$ cat src/rtl/isram_ahbl_arbiter.sv
// isram_ahbl_arbiter
// Two-master AHB-Lite arbiter in front of the single-port instruction SRAM.
// m0 is the core instruction-fetch master, m1 the loader/debug/data master.
// Arbitration is round-robin, with burst (SEQ) and hmastlock hold. An
// uncontended master sees zero added latency.
//
// Handshake: an address phase is accepted on a rising edge where the master
// drives htrans[1]=1 and its hready=1. A data phase completes on a rising edge
// where its owner sees hready=1. A master that sees hready=0 holds its address,
// control and write data stable. While s_hready=0, every register here holds.
//
// If a master's data phase completes in the same cycle that its next address
// phase loses arbitration, that master must still see hready=0. Its read
// response is therefore parked in a one-entry buffer. It is replayed together
// with hready=1 in the cycle where the master finally wins.
module isram_ahbl_arbiter #(
    parameter int ADDR_WIDTH = 32,
    parameter int DATA_WIDTH = 32
) (
    input  logic                  clk,
    input  logic                  rst,
    // master 0 (instruction fetch)
    input  logic [ADDR_WIDTH-1:0] m0_haddr,
    input  logic [2:0]            m0_hburst,
    input  logic                  m0_hmastlock,
    input  logic [3:0]            m0_hprot,
    input  logic [2:0]            m0_hsize,
    input  logic [1:0]            m0_htrans,
    input  logic [DATA_WIDTH-1:0] m0_hwdata,
    input  logic                  m0_hwrite,
    output logic [DATA_WIDTH-1:0] m0_hrdata,
    output logic                  m0_hready,
    output logic                  m0_hresp,
    // master 1 (loader / debug / data)
    input  logic [ADDR_WIDTH-1:0] m1_haddr,
    input  logic [2:0]            m1_hburst,
    input  logic                  m1_hmastlock,
    input  logic [3:0]            m1_hprot,
    input  logic [2:0]            m1_hsize,
    input  logic [1:0]            m1_htrans,
    input  logic [DATA_WIDTH-1:0] m1_hwdata,
    input  logic                  m1_hwrite,
    output logic [DATA_WIDTH-1:0] m1_hrdata,
    output logic                  m1_hready,
    output logic                  m1_hresp,
    // ISRAM slave port
    output logic [ADDR_WIDTH-1:0] s_haddr,
    output logic [2:0]            s_hburst,
    output logic                  s_hmastlock,
    output logic [3:0]            s_hprot,
    output logic [2:0]            s_hsize,
    output logic [1:0]            s_htrans,
    output logic [DATA_WIDTH-1:0] s_hwdata,
    output logic                  s_hwrite,
    input  logic [DATA_WIDTH-1:0] s_hrdata,
    input  logic                  s_hready,
    input  logic                  s_hresp
);

    localparam logic [1:0] HTRANS_IDLE = 2'b00;
    localparam logic [1:0] HTRANS_SEQ  = 2'b11;

    // Arbitration and data-phase tracking state
    logic                  grant;    // master that owned the last accepted address phase
    logic                  dvalid;   // a data phase is in flight
    logic                  downer;   // owner of the in-flight data phase
    logic                  rr_last;  // last winner, used to break ties
    logic                  hold0;
    logic                  hold1;
    logic [DATA_WIDTH-1:0] buf0_rdata;
    logic [DATA_WIDTH-1:0] buf1_rdata;
    logic                  buf0_resp;
    logic                  buf1_resp;

    // Combinational arbitration results
    logic req0;
    logic req1;
    logic keep0;
    logic keep1;
    logic win_valid;
    logic winner;
    logic sel;
    logic cap0;
    logic cap1;

    // Pick this cycle's address-phase winner. The current owner keeps the
    // bus through a SEQ burst or a locked sequence.
    always_comb begin
        req0  = m0_htrans[1] | hold0;
        req1  = m1_htrans[1] | hold1;
        keep0 = dvalid && (grant == 1'b0) &&
                ((m0_htrans == HTRANS_SEQ) || (m0_hmastlock && (m0_htrans != HTRANS_IDLE)));
        keep1 = dvalid && (grant == 1'b1) &&
                ((m1_htrans == HTRANS_SEQ) || (m1_hmastlock && (m1_htrans != HTRANS_IDLE)));
        win_valid = 1'b0;
        winner    = 1'b0;
        if (keep0) begin
            win_valid = 1'b1;
            winner    = 1'b0;
        end else if (keep1) begin
            win_valid = 1'b1;
            winner    = 1'b1;
        end else if (req0 && req1) begin
            win_valid = 1'b1;
            winner    = ~rr_last;
        end else if (req0) begin
            win_valid = 1'b1;
            winner    = 1'b0;
        end else if (req1) begin
            win_valid = 1'b1;
            winner    = 1'b1;
        end
        // With no winner, stay parked on the last owner's address/control.
        sel = win_valid ? winner : grant;
        // A requesting data-phase owner that loses the address phase has its
        // response captured into its buffer.
        cap0 = dvalid && (downer == 1'b0) && s_hready && req0 && !(win_valid && (winner == 1'b0));
        cap1 = dvalid && (downer == 1'b1) && s_hready && req1 && !(win_valid && (winner == 1'b1));
    end

    // Slave-side mux: address/control follow the winner, write data the data-phase owner
    always_comb begin
        if (sel == 1'b0) begin
            s_haddr     = m0_haddr;
            s_hburst    = m0_hburst;
            s_hmastlock = m0_hmastlock;
            s_hprot     = m0_hprot;
            s_hsize     = m0_hsize;
            s_hwrite    = m0_hwrite;
            s_htrans    = win_valid ? m0_htrans : HTRANS_IDLE;
        end else begin
            s_haddr     = m1_haddr;
            s_hburst    = m1_hburst;
            s_hmastlock = m1_hmastlock;
            s_hprot     = m1_hprot;
            s_hsize     = m1_hsize;
            s_hwrite    = m1_hwrite;
            s_htrans    = win_valid ? m1_htrans : HTRANS_IDLE;
        end
        s_hwdata = (downer == 1'b0) ? m0_hwdata : m1_hwdata;
    end

    // Master 0 response: a winner follows the slave, a loser stalls, an idle
    // master either finishes its data phase or sees the bus as ready.
    always_comb begin
        if (win_valid && (winner == 1'b0)) begin
            m0_hready = s_hready;
        end else if (req0) begin
            m0_hready = 1'b0;
        end else if (dvalid && (downer == 1'b0)) begin
            m0_hready = s_hready;
        end else begin
            m0_hready = 1'b1;
        end
        // Live slave data only while m0 owns a data phase and has nothing
        // parked; otherwise show the buffer (zero after reset).
        if (!hold0 && dvalid && (downer == 1'b0)) begin
            m0_hrdata = s_hrdata;
            m0_hresp  = s_hresp;
        end else begin
            m0_hrdata = buf0_rdata;
            m0_hresp  = buf0_resp;
        end
    end

    // Master 1 response, mirror of master 0
    always_comb begin
        if (win_valid && (winner == 1'b1)) begin
            m1_hready = s_hready;
        end else if (req1) begin
            m1_hready = 1'b0;
        end else if (dvalid && (downer == 1'b1)) begin
            m1_hready = s_hready;
        end else begin
            m1_hready = 1'b1;
        end
        if (!hold1 && dvalid && (downer == 1'b1)) begin
            m1_hrdata = s_hrdata;
            m1_hresp  = s_hresp;
        end else begin
            m1_hrdata = buf1_rdata;
            m1_hresp  = buf1_resp;
        end
    end

    // Advance arbitration, data-phase tracking and response buffers only when the slave is ready
    always_ff @(posedge clk) begin
        if (rst) begin
            grant      <= 1'b0;
            dvalid     <= 1'b0;
            downer     <= 1'b0;
            rr_last    <= 1'b1;
            hold0      <= 1'b0;
            hold1      <= 1'b0;
            buf0_rdata <= '0;
            buf1_rdata <= '0;
            buf0_resp  <= 1'b0;
            buf1_resp  <= 1'b0;
        end else if (s_hready) begin
            dvalid <= win_valid;
            if (win_valid) begin
                downer  <= winner;
                grant   <= winner;
                rr_last <= winner;
            end
            if (cap0) begin
                buf0_rdata <= s_hrdata;
                buf0_resp  <= s_hresp;
                hold0      <= 1'b1;
            end else if (hold0 && win_valid && (winner == 1'b0)) begin
                hold0 <= 1'b0;
            end
            if (cap1) begin
                buf1_rdata <= s_hrdata;
                buf1_resp  <= s_hresp;
                hold1      <= 1'b1;
            end else if (hold1 && win_valid && (winner == 1'b1)) begin
                hold1 <= 1'b0;
            end
        end
    end

endmodule

$ cat config.mk
export PLATFORM = sky130hd
export DESIGN_NAME = isram_ahbl_arbiter
export DESIGN_NICKNAME = d
export VERILOG_FILES = /design/src/rtl/isram_ahbl_arbiter.sv
export SDC_FILE = /design/constraint.sdc
export NUM_CORES = 1
export LEC_CHECK = 0
export ABC_AREA = 1
export BUFFER_PORTS_ARGS = -buffer_cell sky130_fd_sc_hd__clkbuf_2
export CORE_AREA = 3 3 131 133
export CTS_CLUSTER_DIAMETER = 200
export DETAILED_ROUTE_END_ITERATION = 8
export DIE_AREA = 0 0 134 136
export PLACE_DENSITY = 0.66
export REMOVE_ABC_BUFFERS = 1
export SLEW_MARGIN = 5
export SYNTH_ARGS = -nofsm -noshare
export SYNTH_HDL_FRONTEND = slang
export SYNTH_SLANG_ARGS = --single-unit
$ cat constraint.sdc
create_clock -name clk -period 2 [get_ports clk]
set_input_delay 0 -clock clk [delete_from_list [all_inputs] [get_ports clk]]
set_output_delay 0 -clock clk [all_outputs]
set_load 0.05 [all_outputs]
==> results.cfg <==
[floorplan]
number_of_rows_in_the_core_area = 46
die_w_um = 134
floorplan.die_area_um2 = 18200
floorplan.core_area_um2 = 15900
die_height_um = 136
io-pin-count = 338
initial_standard_cell_utilization_of_the_core_pct = 28.8

[clocking]
clock_tree_from_tritoncts = yes
htree_num_levels = 3
clk_latency_worst_skew_pair_ps = 320
cts.sink_count = 72
clockBufferDepth = 2
cts_made_buffers = 9
cts_root_buf = clkbuf_16
worst_setup_hold_path_clk_slew_ps = 50

[sta]
timing_hold_violations_final = 0
slew_headroom_pct = 56.5
worst-slew-pin-transition_ps = 652
drv_slew = 0
setup_viol_count_final = 0
fmax_ghz = 0.529
final_setup_skew_ps = 5.93
whs_ps = 20.2
post-route-period-util_pct = 94.5
period_needed_ps = 1890

[finish]
drive_above_1_share_pct = 34.4
post_layout_nonfiller_instances = 1383
multi_input_area_um2 = 2810
seq_area_um2 = 1450
synthToLayoutAreaGrowth_pct = 73.7
design.final.nets = 1353
filler_cell_count = 1614

[route]
detail_route.iter0.violations = 293
remaining_drc_errors = 0
wl_per_instance_um = 15.4
vias_after_detailed_routing = 6402
post_detailed_routing_wire_length_um = 21300
ant_nets = 0
detailedRoute.firstPassIterationCount = 5
viasPerCell = 4.63

[critical_path]
endpoint_kind = output pin
critical_path_required_ps = 2000
critical_path_arrival_ps = 1890
critical_path.startpoint_type = flip-flop
crit_type = reg2out
timing.critical_path.fanout_max = 66

[global_route]
grt_pass1_wl_um = 31300
remaining_overflow_grt = 0
grt_usage_pct = 21.6
initial_antenna_violation_count = 1
via_count_of_the_first_global_routing_pass = 5791
largest_net_degree_at_the_start_of_global_routing = 68

[placement]
portBuffers = 337
gpl.final_weighted_congestion = 0.843
dp_hpwl_um = 16000
dpl.cell_count = 1328

[synth]
synth.yosys.seq_area_share_pct = 31.4
count_of_synthesis_stage_warnings_from_yosys = 0
synth.cell_area_um2 = 4600
syn_inst = 819
synth.lib_cells_used.distinct = 20
synth_area_per_cell_um2 = 5.61
yosys_register_bits = 72

[worst_hold_path]
hp-class = in2reg

[status]
run_status = complete, no violations

[pwr]
pwr_density_cell_nw_per_um2 = 706
seqPwrFrac_pct = 26.4
comb_power_share_pct = 48.1
pwr-share-clk_pct = 25.5
total_switching_power_mw = 2.35
internal_power_mw = 3.28
p_leak_nw = 4.12
sw_frac_of_total_pct = 41.7
vdd.ir_drop.worst_uv = 431

[job]
timing.max_cap.violations = 0
-- power by group through the flow --
| stage | registers [mW] | logic [mW] | clock network (mW) |
|---|---|---|---|
| 2_1_floorplan | 1.52 | 1.44 | 0 |
| 3_3_place_gp | 1.52 | 2.54 | 0 |
| 3_5_place_dp | 1.52 | 2.54 | 0 |
| 4_1_cts | 1.49 | 2.63 | 1.48 |
| 5_1_grt | 1.49 | 2.86 | 1.52 |
| 6_report | 1.49 | 2.71 | 1.44 |
-- critical path: stages, from the launching register on --
cell and delay [ps]:
dfxtp_1 370, buf_8 230, inv_2 70, nand3_2 90
buf_12 250, nand2_1 90, o21ai_0 110, clkbuf_2 320
-- metrics by stage --
stage	TNS [ps]	power (mW)	worst slack (ps)	instance area [µm²]	utilization [%]
after floorplan	-175320	2.96	-1590	4330	-
after global placement	0	4.06	161	7120	44.7
after CTS	0	5.59	2.61	7790	48.9
after global routing	-27.1	5.87	-9.08	7980	50.1
after detailed placement	0	4.06	189	7120	44.7
final	0	5.64	110	7980	50.1
-- area by class of cell --
| type | count | share of cell area [%] |
|---|---|---|
| multi-input combinational | 643 | 35.2 |
| tap | 216 | 3.39 |
| sequential | 72 | 18.1 |
| timing repair buffer | 391 | 37.8 |
| antenna | 1 | 0.0313 |
| clock buffer | 12 | 3.09 |
| inverter | 44 | 2.07 |
| clock inverter | 4 | 0.251 |
-- state kept, by name, summed over array words and instances (netlist names) --
signal and cells:
hold1 1, buf0_rdata 32, dvalid 1, buf1_resp 1, buf1_rdata 32, downer 1
rr_last 1, buf0_resp 1, grant 1, hold0 1
-- kinds of logic (layout without fill, tap and decap cells) --
kind of cell / after synthesis / in the layout / synth area share [%]
flops: 72 / 72 / 31.4
compound gates: 143 / 143 / 15.7
simple gates: 499 / 500 / 43.5
other cells: 0 / 1 / 0
buf+inv: 105 / 451 / 9.42
-- layout by cell type, fill, tap and decap left out, types with 3 or more instances in the layout --
cell and count:
nand3_2 5, dlygate4sd3_1 34, nand2_4 3, clkbuf_2 266, nand2_2 8, clkinv_2 4
clkbuf_4 13, o21ai_1 26, inv_2 5, inv_1 39, buf_4 16, clkbuf_16 11
nor2_1 105, nand3_1 77, o21ai_0 75, a21oi_1 38, dfxtp_1 70, buf_12 51
buf_2 7, nand2_1 296
-- cells in the mapped netlist (all sizes together) --
library cell	n	area (µm²)
a21oi	38	190
a22oi	1	7.51
o22ai	1	6.26
nor3	2	10.0
nor2	107	402
nand2	306	1160
o211ai	1	7.51
nor3b	1	12.5
clkbuf	33	124
dfxtp	72	1440
inv	44	165
nand3	82	410
or2	1	6.26
buf	28	144
o21ai	102	510
-- final timing paths --
| kind | startpoint | end | slack (ps) | cells past startpoint |
|---|---|---|---|---|
| max | downer | m0_hrdata[9] | 110 | 7 |
| min | s_hready | grant | 20 | 3 |
| max reg2reg | hold1 | buf1_rdata[16] | 230 | 9 |
| min reg2reg | hold0 | hold0 | 470 | 2 |
-- per-layer routing --
| layer | part of all wire, % | global-route usage [%] | routed length, µm |
|---|---|---|---|
| met1 | 38 | 24.6 | 8010 |
| met3 | 8.3 | 5.59 | 1780 |
| met2 | 52 | 39.8 | 11200 |
| met5 | 0 | 0 | 0 |
| met4 | 1.8 | 6.17 | 385 |
-- repair_timing --
item | 4_1_cts | 5_1_grt
endpoints found under the hold margin | 36 | 0
gates cloned | 0 | 3
hold buffers | 34 | 0
setup buffers | 0 | 1
pin swaps | 0 | 2
endpoints found under the setup margin | 49 | 113
resized for setup | 18 | 73
(Power assumes the default switching activity.)
